`config.mk`:
```
export PLATFORM = sky130hd
export DESIGN_NAME = dm_access_ctrl
export DESIGN_NICKNAME = d
export VERILOG_FILES = /design/src/rtl/dm_access_pkg.sv /design/src/rtl/dm_lane_merge.sv /design/src/rtl/dm_access_ctrl.sv
export SDC_FILE = /design/constraint.sdc
export NUM_CORES = 1
export LEC_CHECK = 0
export BUFFER_PORTS_ARGS = -buffer_cell sky130_fd_sc_hd__buf_2
export CAP_MARGIN = 20
export CORE_MARGIN = 1
export CORE_UTILIZATION = 50
export CTS_CLUSTER_DIAMETER = 100
export CTS_CLUSTER_SIZE = 28
export DETAILED_ROUTE_END_ITERATION = 7
export HOLD_SLACK_MARGIN = 0.06
export PLACE_DENSITY = 0.86
export SLEW_MARGIN = 10
export SYNTH_ARGS = -nofsm -noshare
export SYNTH_HDL_FRONTEND = slang
export SYNTH_SLANG_ARGS = --single-unit
```
`constraint.sdc`:
```
create_clock -name clock -period 2.9 [get_ports clock]
set_input_delay 0.29 -clock clock [delete_from_list [all_inputs] [get_ports clock]]
set_output_delay 0.29 -clock clock [all_outputs]
set_load 0.05 [all_outputs]
```
`src/rtl/dm_access_pkg.sv`:
```
// rtl/dm_access_pkg.sv - shared encodings for the data-memory access controller
package dm_access_pkg;

    localparam logic [1:0] WORD = 2'b00;
    localparam logic [1:0] HALF = 2'b01;
    localparam logic [1:0] BYTE = 2'b10;

    localparam logic CPU = 1'b0;
    localparam logic LD  = 1'b1;

    typedef enum logic [2:0] {IDLE, RD, WAIT, MERGE, WR, RESP} state_t;

endpackage

```
`src/rtl/dm_lane_merge.sv`:
```
// rtl/dm_lane_merge.sv - sub-word store merge and load extract/extend for a 32-bit word
module dm_lane_merge
    import dm_access_pkg::*;
(
    input  logic [31:0] old_word,
    input  logic [31:0] new_data,
    input  logic [31:0] rd_word,
    input  logic [1:0]  ls_bit,
    input  logic [1:0]  offset,
    input  logic        ext_op,
    output logic [31:0] merged,
    output logic [31:0] extracted
);

    logic [15:0] half_v;
    logic [7:0]  byte_v;

    always_comb begin
        half_v    = offset[1] ? rd_word[31:16] : rd_word[15:0];
        byte_v    = rd_word[{offset, 3'b000} +: 8];
        merged    = new_data;
        extracted = rd_word;
        case (ls_bit)
            HALF: begin
                merged = old_word;
                if (offset[1]) merged[31:16] = new_data[15:0];
                else           merged[15:0]  = new_data[15:0];
                extracted = {{16{ext_op & half_v[15]}}, half_v};
            end
            BYTE: begin
                merged = old_word;
                merged[{offset, 3'b000} +: 8] = new_data[7:0];
                extracted = {{24{ext_op & byte_v[7]}}, byte_v};
            end
            default: ;
        endcase
    end

endmodule

```
`src/rtl/dm_access_ctrl.sv`:
```
// rtl/dm_access_ctrl.sv - CPU/loader arbiter and sequencer for a single-port word SRAM
// Optional misaligned-access trap: define DM_ACCESS_CTRL_MISALIGN_TRAP_EN.
module dm_access_ctrl
    import dm_access_pkg::*;
#(
    parameter int ADDR_W        = 10,
    parameter int READ_LAT      = 1,
    parameter int LD_STARVE_MAX = 4
) (
    input  logic              clock,
    input  logic              reset,
    input  logic              cpu_req,
    input  logic              cpu_we,
    input  logic [31:0]       cpu_addr,
    input  logic [31:0]       cpu_wdata,
    input  logic [1:0]        cpu_ls_bit,
    input  logic              cpu_ext_op,
    output logic [31:0]       cpu_rdata,
    output logic              cpu_done,
    output logic              cpu_stall,
`ifdef DM_ACCESS_CTRL_MISALIGN_TRAP_EN
    output logic              cpu_misalign,
`endif
    input  logic              ld_req,
    input  logic              ld_we,
    input  logic [ADDR_W-1:0] ld_addr,
    input  logic [31:0]       ld_wdata,
    output logic [31:0]       ld_rdata,
    output logic              ld_done,
    output logic              mem_en,
    output logic              mem_we,
    output logic [ADDR_W-1:0] mem_addr,
    output logic [31:0]       mem_wdata,
    input  logic [31:0]       mem_rdata
);

    localparam int SW = $clog2(LD_STARVE_MAX + 1);
    localparam logic [1:0] WAIT_INIT = 2'(READ_LAT - 1);

    state_t            state, next_state;
    logic              id_q, we_q, ext_q, mis_q;
    logic [1:0]        ls_q, off_q, wait_cnt;
    logic [ADDR_W-1:0] addr_q;
    logic [31:0]       wdata_q, old_q, merged, extracted;
    logic [SW-1:0]     starve_cnt;

    logic              grant_ld, grant_cpu, g_we, g_ext, misalign;
    logic [1:0]        g_ls, g_off;
    logic [ADDR_W-1:0] g_addr;
    logic              unused_addr_bits;

    assign unused_addr_bits = ^cpu_addr[31:ADDR_W+2];

    dm_lane_merge u_lane (
        .old_word  (old_q),
        .new_data  (wdata_q),
        .rd_word   (mem_rdata),
        .ls_bit    (ls_q),
        .offset    (off_q),
        .ext_op    (ext_q),
        .merged    (merged),
        .extracted (extracted)
    );

    always_comb begin
        grant_ld  = ld_req & (~cpu_req | (starve_cnt == SW'(LD_STARVE_MAX)));
        grant_cpu = cpu_req & ~grant_ld;
        g_we      = grant_ld ? ld_we : cpu_we;
        g_ext     = grant_ld ? 1'b0 : cpu_ext_op;
        g_ls      = (grant_ld || cpu_ls_bit == 2'b11) ? WORD : cpu_ls_bit;
        g_off     = grant_ld ? 2'b00 : cpu_addr[1:0];
        g_addr    = grant_ld ? ld_addr : cpu_addr[ADDR_W+1:2];
        misalign  = 1'b0;
`ifdef DM_ACCESS_CTRL_MISALIGN_TRAP_EN
        misalign  = grant_cpu & (((g_ls == HALF) & g_off[0]) | ((g_ls == WORD) & (g_off != 2'b00)));
`endif
        next_state = state;
        case (state)
            // Word stores also pass through MERGE so every store issues WR from latched state.
            IDLE:  if (grant_cpu || grant_ld)
                       next_state = misalign ? RESP : ((g_we && g_ls == WORD) ? MERGE : RD);
            RD:    next_state = WAIT;
            WAIT:  if (wait_cnt == 2'd0) next_state = we_q ? MERGE : RESP;
            MERGE: next_state = WR;
            WR:    next_state = RESP;
            RESP:  next_state = IDLE;
            default: next_state = IDLE;
        endcase
    end

    always_ff @(posedge clock) begin
        if (reset) begin
            state      <= IDLE;
            id_q       <= CPU;
            we_q       <= 1'b0;
            ext_q      <= 1'b0;
            mis_q      <= 1'b0;
            ls_q       <= WORD;
            off_q      <= 2'b00;
            wait_cnt   <= 2'd0;
            addr_q     <= '0;
            wdata_q    <= '0;
            old_q      <= '0;
            starve_cnt <= '0;
            cpu_rdata  <= '0;
            ld_rdata   <= '0;
            mem_addr   <= '0;
            mem_wdata  <= '0;
        end else begin
            state <= next_state;
            if (!ld_req)                          starve_cnt <= '0;
            else if (state == IDLE && grant_ld)   starve_cnt <= '0;
            else if (state == IDLE && grant_cpu)  starve_cnt <= starve_cnt + SW'(1);

            if (state == IDLE && (grant_cpu || grant_ld)) begin
                id_q     <= grant_ld ? LD : CPU;
                we_q     <= g_we;
                ext_q    <= g_ext;
                ls_q     <= g_ls;
                off_q    <= g_off;
                addr_q   <= g_addr;
                wdata_q  <= grant_ld ? ld_wdata : cpu_wdata;
                mis_q    <= misalign;
                wait_cnt <= WAIT_INIT;
                if (misalign) cpu_rdata <= '0;
                if (next_state == RD) mem_addr <= g_addr;
            end

            if (state == WAIT) begin
                wait_cnt <= wait_cnt - 2'd1;
                if (wait_cnt == 2'd0) begin
                    old_q <= mem_rdata;
                    if (!we_q) begin
                        if (id_q == CPU) cpu_rdata <= extracted;
                        else             ld_rdata  <= mem_rdata;
                    end
                end
            end

            if (state == MERGE) begin
                mem_addr  <= addr_q;
                mem_wdata <= merged;
            end
        end
    end

    assign mem_en    = (state == RD) || (state == WR);
    assign mem_we    = (state == WR);
    assign cpu_done  = (state == RESP) && (id_q == CPU);
    assign ld_done   = (state == RESP) && (id_q == LD);
    assign cpu_stall = cpu_req & ~cpu_done;
`ifdef DM_ACCESS_CTRL_MISALIGN_TRAP_EN
    assign cpu_misalign = (state == RESP) && mis_q;
`endif

endmodule

```
# [Word level (Yosys, flattened, before mapping)]
# Cells that the tools add are included.
[totals] register_bits=195 inputBits=147 elab_cells=86
[op_classes] n_addsub=3 n_eq_ne=10 shifts=3 n_mux=23 bitwise=12 reduce_logical=20
[op_table] op="$pmux W32 S2" count=2
[op_table] op="$mux W16" count=3
[op_table] op="$mux W10" count=4
[op_table] op="$bwmux W32" count=1
[op_table] op="$mux W32" count=1
[op_table] op="$shift A8 B7 Y32 const A" count=1
[op_table] op="$shiftx A32 B6 Y8" count=1
[op_table] op="$shiftx A8 B7 Y32" count=1
[op_table] op="$pmux W3 S5" count=1
[op_table] op="$mux W2" count=5
[op_table] op="$eq A3 B3 Y1 const B" count=3
[op_table] op="$mux W3" count=3
[op_table] op="$reduce_and A4 Y1" count=2
[op_table] op="$neg A5 Y7" count=1
[op_table] op="$eq A3 B1 Y1 const B" count=2
[op_table] op="$eq A3 B2 Y1 const B" count=2
[op_table] op="$logic_and A1 B1 Y1" count=6
[op_table] op="$not A1 Y1" count=6
[op_table] op="$reduce_bool A2 Y1" count=3
[op_table] op="$and A1 B1 Y1" count=5
[op_table] op="$eq A2 B2 Y1 const B" count=2
[op_table] op="$logic_not A2 Y1" count=2
[op_table] op="$reduce_and A2 Y1" count=2
[op_table] op="$add A3 B1 Y3 const B" count=1
[op_table] op="other kinds (7)" count=11

# [Logic depth before layout (Yosys ltp)]
[depth] depth_word=14 mapped_depth=9 depth_no_buf=6

# [By module]
# From an unflattened synthesis, not the netlist that was laid out.
[unflattened] hier_cells=1171 hier_area_um2=9200.1
[by_module_without_submodules] module="dm_access_ctrl" instances=1 cells_per_inst=965 area_per_inst_um2=7737.4 seq_area_each_um2=3903.7
[by_module_without_submodules] module="dm_lane_merge" instances=1 cells_per_inst=206 area_per_inst_um2=1462.7 seq_area_each_um2=0.0

# [Least setup slack after synthesis]
# No wires, ideal clock.
[synth_timing] path_type="register -> output" start="reg state[0]" end="out cpu_stall" arrival_ps=2905 required_time_ps=2610 setup_slack_ps=-295 path_stages_with_launch=4 path_cell_list="dfxtp_1 -> clkbuf_1 -> nor4bb_1 -> nor2_1"
[synth_via] elab_chain_cells=4
[synth_lines] item="start, declared" line_no="dm_access_ctrl.sv:40" text="state_t state, next_state;"
[synth_lines] item="start signal, assigned" line_no="dm_access_ctrl.sv:110" text="state <= next_state;"
[synth_lines] item="$eq A3 B3 Y1" line_no="dm_access_ctrl.sv:149" text="assign cpu_done = (state == RESP) && (id_q == CPU);"
[synth_lines] item="$logic_and A1 B1 Y1" line_no="dm_access_ctrl.sv:149"
[synth_lines] item="net cpu_done" line_no="dm_access_ctrl.sv:19" text="output logic cpu_done,"
[synth_lines] item="$not A1 Y1" line_no="dm_access_ctrl.sv:151" text="assign cpu_stall = cpu_req & ~cpu_done;"
[synth_lines] item="$and A1 B1 Y1" line_no="dm_access_ctrl.sv:151"
[synth_lines] item="end, declared" line_no="dm_access_ctrl.sv:20" text="output logic cpu_stall,"
# The timed path passes the listed nets, and every way through them passes these cells.

# [Worst setup path after layout]
[layout_timing] start="reg off_q[0]" end="reg mem_wdata[7]"
[layout_via] elab_chain_cells=4 elab_cells_between_ends=5
[layout_lines] item="start, declared" line_no="dm_access_ctrl.sv:42" text="logic [1:0] ls_q, off_q, wait_cnt;"
[layout_lines] item="start signal, assigned" line_no="dm_access_ctrl.sv:120" text="off_q <= g_off;"
[layout_lines] item="$neg A5 Y7 *" line_no="dm_lane_merge.sv:32" text="merged[{offset, 3'b000} +: 8] = new_data[7:0];"
[layout_lines] item="$shiftx A8 B7 Y32 / $shift A8 B7 Y32 (equally long branches)" line_no="dm_lane_merge.sv:32"
[layout_lines] item="$bwmux W32 *" line_no="dm_lane_merge.sv:32"
[layout_lines] item="$pmux W32 S2 *" line_no="dm_lane_merge.sv:23" text="case (ls_bit)"
[layout_lines] item="end signal, assigned" line_no="dm_access_ctrl.sv:142" text="mem_wdata <= merged;"
[layout_lines] item="end, declared" line_no="dm_access_ctrl.sv:33" text="output logic [31:0] mem_wdata,"
# Mark *: on every way between the ends. The rest lies on a longest branch, timed or not.
# A chain may end at the register's enable or synchronous reset.

==> metrics.md <==
| Metric | Value |
|---|---|
| Outcome | `finished, final reports clean` |
| Initial antenna violation count | `0` |
| RSZ-0062 raised after global routing | `no` |
| Full die area | `18,500 µm²` |
| Flops & latches, synth | `195` |
| Vias in the first global route | `8,493` |
| Non-Filler Instances | `1,537` |
| Die width | `136 µm` |
| Min-Delay Startpoint | `cpu_ext_op` |
| CP Capture Type | `flop` |
| Post-CTS setup buffers | `0` |
| Placed cells | `1,505` |
| DRC | `0` |
| Buf/Inv on CP | `1` |
| Combinational power share | `36.6%` |
| Met2 Use GR | `49.2%` |
| Mapped Area | `8980 µm²` |
| YS warnings | `0` |
| Critical Path Fanout Max | `11` |
| Gates resized, CTS repair | `0` |
| HPWL after DPL | `19,300 µm` |
| Reg-to-Reg Start | `off_q[0]` |
| Fin. Hold Viols | `0` |
| Setup Skew | `10.9 ps` |
| Final Power | `10.2 mW` |
| Site Rows | `48` |
| Hold Path Depth | `3` |
| Layout cell share with drive strength beyond 1 | `24.4%` |
| Largest net degree at the start of global routing | `86` |
| GRT met1 Usage | `38.4%` |
| CP peak stage delay | `550 ps` |
| FF-to-FF path depth | `6` |
| First-pass DRT Iterations | `5` |
| Hold_buf cts | `0` |
| Vias per inst | `6.03` |
| Worst-Margin Slew | `736 ps` |
| Number of setup violations in the final report | `0` |
| Worst hold endpoint | `ext_q` |
| Syn nets | `1,282` |
| DRT antenna net count | `0` |
| Async SR Flop Fraction | `0%` |
| CP Class | `flop to flop` |
| Static leakage | `4.57 nW` |
| Met3 Usage GRT | `7.27%` |
| Clock tree root buffer cell | `clkbuf_16` |
| CTS sink cnt | `195` |
| Crit share post-route | `77.5%` |
| Highest Clock Rate | `445 MHz` |
| Core area | `17,400 µm²` |
| Reg-to-reg slack, setup | `650 ps` |
| Syn_area_per_cell | `7.99 µm²` |
| CTS tree | `built` |
| Grt total ovfl | `0` |
| Max Buffers Root-to-Sink | `2` |
| Required time at the worst-slack endpoint | `3220 ps` |
| Clock latency on the worst-skew pair | `430 ps` |
| Clock transition at the registers of the reported paths | `70 ps` |
| Peak supply drop | `486 µV` |
| Mapped Cells | `1,125` |
| Seq pwr share | `38.2%` |
| EDFF count, synth | `0` |
| Number of diodes | `0` |
| Critical path arrival | `2570 ps` |
| Pwr Density | `941 nW/µm²` |
| Final Wtd Congestion | `0.888` |
| GRT Total Usage | `30.2%` |
| Commonest cells after routing, fill and taps aside | `nand2_1 (238), buf_2 (236), dfxtp_1 (195), a21oi_1 (119), o21ai_0 (91)` |
| Max-slew violations | `0` |
| Net Sw Power | `4.20 mW` |
| Vias | `9,270` |
| Initial Util | `51.6%` |
| Area grow syn2layout | `21.1%` |
| Initial DRC count | `1,129` |
| Worst-path cell chain | `inv_1 > ha_1 > and4bb_2 > a211o_1 > a221oi_1 > nor2_1` |
| First-pass GRT wire length | `43,800 µm` |
| Post-Route WL | `27,900 µm` |
| Clock power share | `25.2%` |
| Setup TNS | `0 ps` |
| Nets@finish | `1,456` |
| Max-Cap Viols | `0` |
| Synth unique cells | `56` |
| CP max-delay cell | `dfxtp_1` |
| Fill cells | `1,513` |
| H-tree depth reported by CTS | `4` |
| DIE HEIGHT | `136 µm` |
| CTS buffer count | `17` |
| Number of port buffers | `237` |
| Sequential fraction of the synthesis area | `43.4%` |
| Gr busiest metal | `met2` |
| CP top delay family | `compound AO/OA/AOI/OAI gates` |
| Rel. slew slack | `50.9%` |
| Worst hold-check path type | `input pin to flop` |
| IO Count | `258` |
| Commonest non-fill, non-tap cell in the layout | `nand2_1` |
| Critical Path Source Type | `flop` |
| Ys flop type | `dfxtp_1` |
| Final min period | `2250 ps` |
| WL per Instance | `18.2 µm` |
| Reg-to-reg endpoint | `mem_wdata[7]` |
| Switching Share | `41.1%` |
| Int Pwr | `6.03 mW` |
## state kept, by name, summed over array words and instances, names as in the netlist
signal / cells
starve_cnt: 3
ext_q: 1
id_q: 1
addr_q: 10
mem_wdata: 32
mem_addr: 10
ls_q: 2
old_q: 32
ld_rdata: 32
we_q: 1
wdata_q: 32
off_q: 2
wait_cnt: 2
cpu_rdata: 32
state: 3
## kinds of logic (layout without fill, tap and decap cells)
| group | count (synthesis) | count (layout) | synth area share [%] |
|---|---|---|---|
| AND/OR/NAND/NOR | 396 | 396 | 18.7 |
| XOR/XNOR | 4 | 4 | 0.390 |
| flip-flops | 195 | 195 | 43.4 |
| AO/OA/AOI/OAI | 366 | 366 | 26.6 |
| multiplexers | 29 | 29 | 3.61 |
| buffers and inverters | 125 | 312 | 5.83 |
| adder cells (fa/ha/maj) | 10 | 10 | 1.39 |
## synthesized netlist by cell type, types with 3 or more instances
cell      number  area [µm²]
a221oi_1      26         228
mux2_2        17         191
nor2_1        78         293
ha_1          10         125
a31oi_1        8        50.1
nand3_1       20         100
a21o_1        16         120
dfxtp_1      195        3900
or3_1         18         113
a211oi_1       6        45.0
and2_0         3        18.8
o21ai_0       91         455
a22oi_1        3        22.5
nor4bb_1       3        30.0
buf_1          6        22.5
nor2b_1        4        25.0
inv_1         20        75.1
a311oi_1      42         368
and3_1         3        18.8
mux2i_1       11         110
clkbuf_1      73         274
o21a_1         5        37.5
a21oi_1      119         596
xnor2_1        3        26.3
a22o_1        17         149
buf_4          4        30.0
nand2_1      238         893
a311o_1       17         170
nor3_1        17        85.1
buf_2         20         100
## power by group through the flow
stage | clock, mW | sequential, mW | combinational, mW
after global placement | 0 | 3.91 | 3.62
after detailed placement | 0 | 3.93 | 3.70
after CTS | 2.59 | 3.88 | 3.72
after global routing | 2.69 | 3.98 | 4.05
after floorplan | 0 | 4.64 | 1.98
final | 2.58 | 3.91 | 3.74
## worst min-delay path, stage by stage
cell and delay, ps:
buf_2 70, a22oi_1 50, nor2_1 70
## area by class of cell
type | instances | area (µm²) | share of cell area (%)
repair buffers | 260 | 1370 | 12.6
well taps | 225 | 282 | 2.59
multi-input cells | 805 | 4590 | 42.2
inverters | 20 | 75.1 | 0.690
clock inverters | 7 | 144 | 1.32
flip-flops and latches | 195 | 3900 | 35.9
clock buffers | 25 | 505 | 4.65
## layer usage
metal / wire length [µm] / vias to the layer above
li1: - / 4337
met1: 11000 / 4380
met2: 13400 / 479
met3: 2650 / 74
met4: 822 / 0
met5: 0 / -
## worst max-delay path by stage
| stage | start | to | slack (ps) | depth (start not counted) |
|---|---|---|---|---|
| finish | off_q[0] | mem_wdata[7] | 650 | 6 |
| global route | off_q[0] | mem_wdata[3] | 490 | 6 |
| CTS | off_q[0] | mem_wdata[4] | 670 | 6 |
| detailed placement | off_q[0] | mem_wdata[0] | 680 | 6 |
| global placement | off_q[0] | mem_wdata[3] | 750 | 6 |
| floorplan | state[0] | cpu_stall | 400 | 3 |
## stage by stage
step	utilization (%)	cell area (µm²)	worst slack, ps	hold WS [ps]
finish	62.4	10900	654	97.5
global route	62.4	10900	489	124
CTS	62.4	10900	671	86.1
detailed placement	58.7	10200	684	445
global placement	58.7	10200	745	440
floorplan	-	8990	396	424
Power figures use the tool's default switching activity.
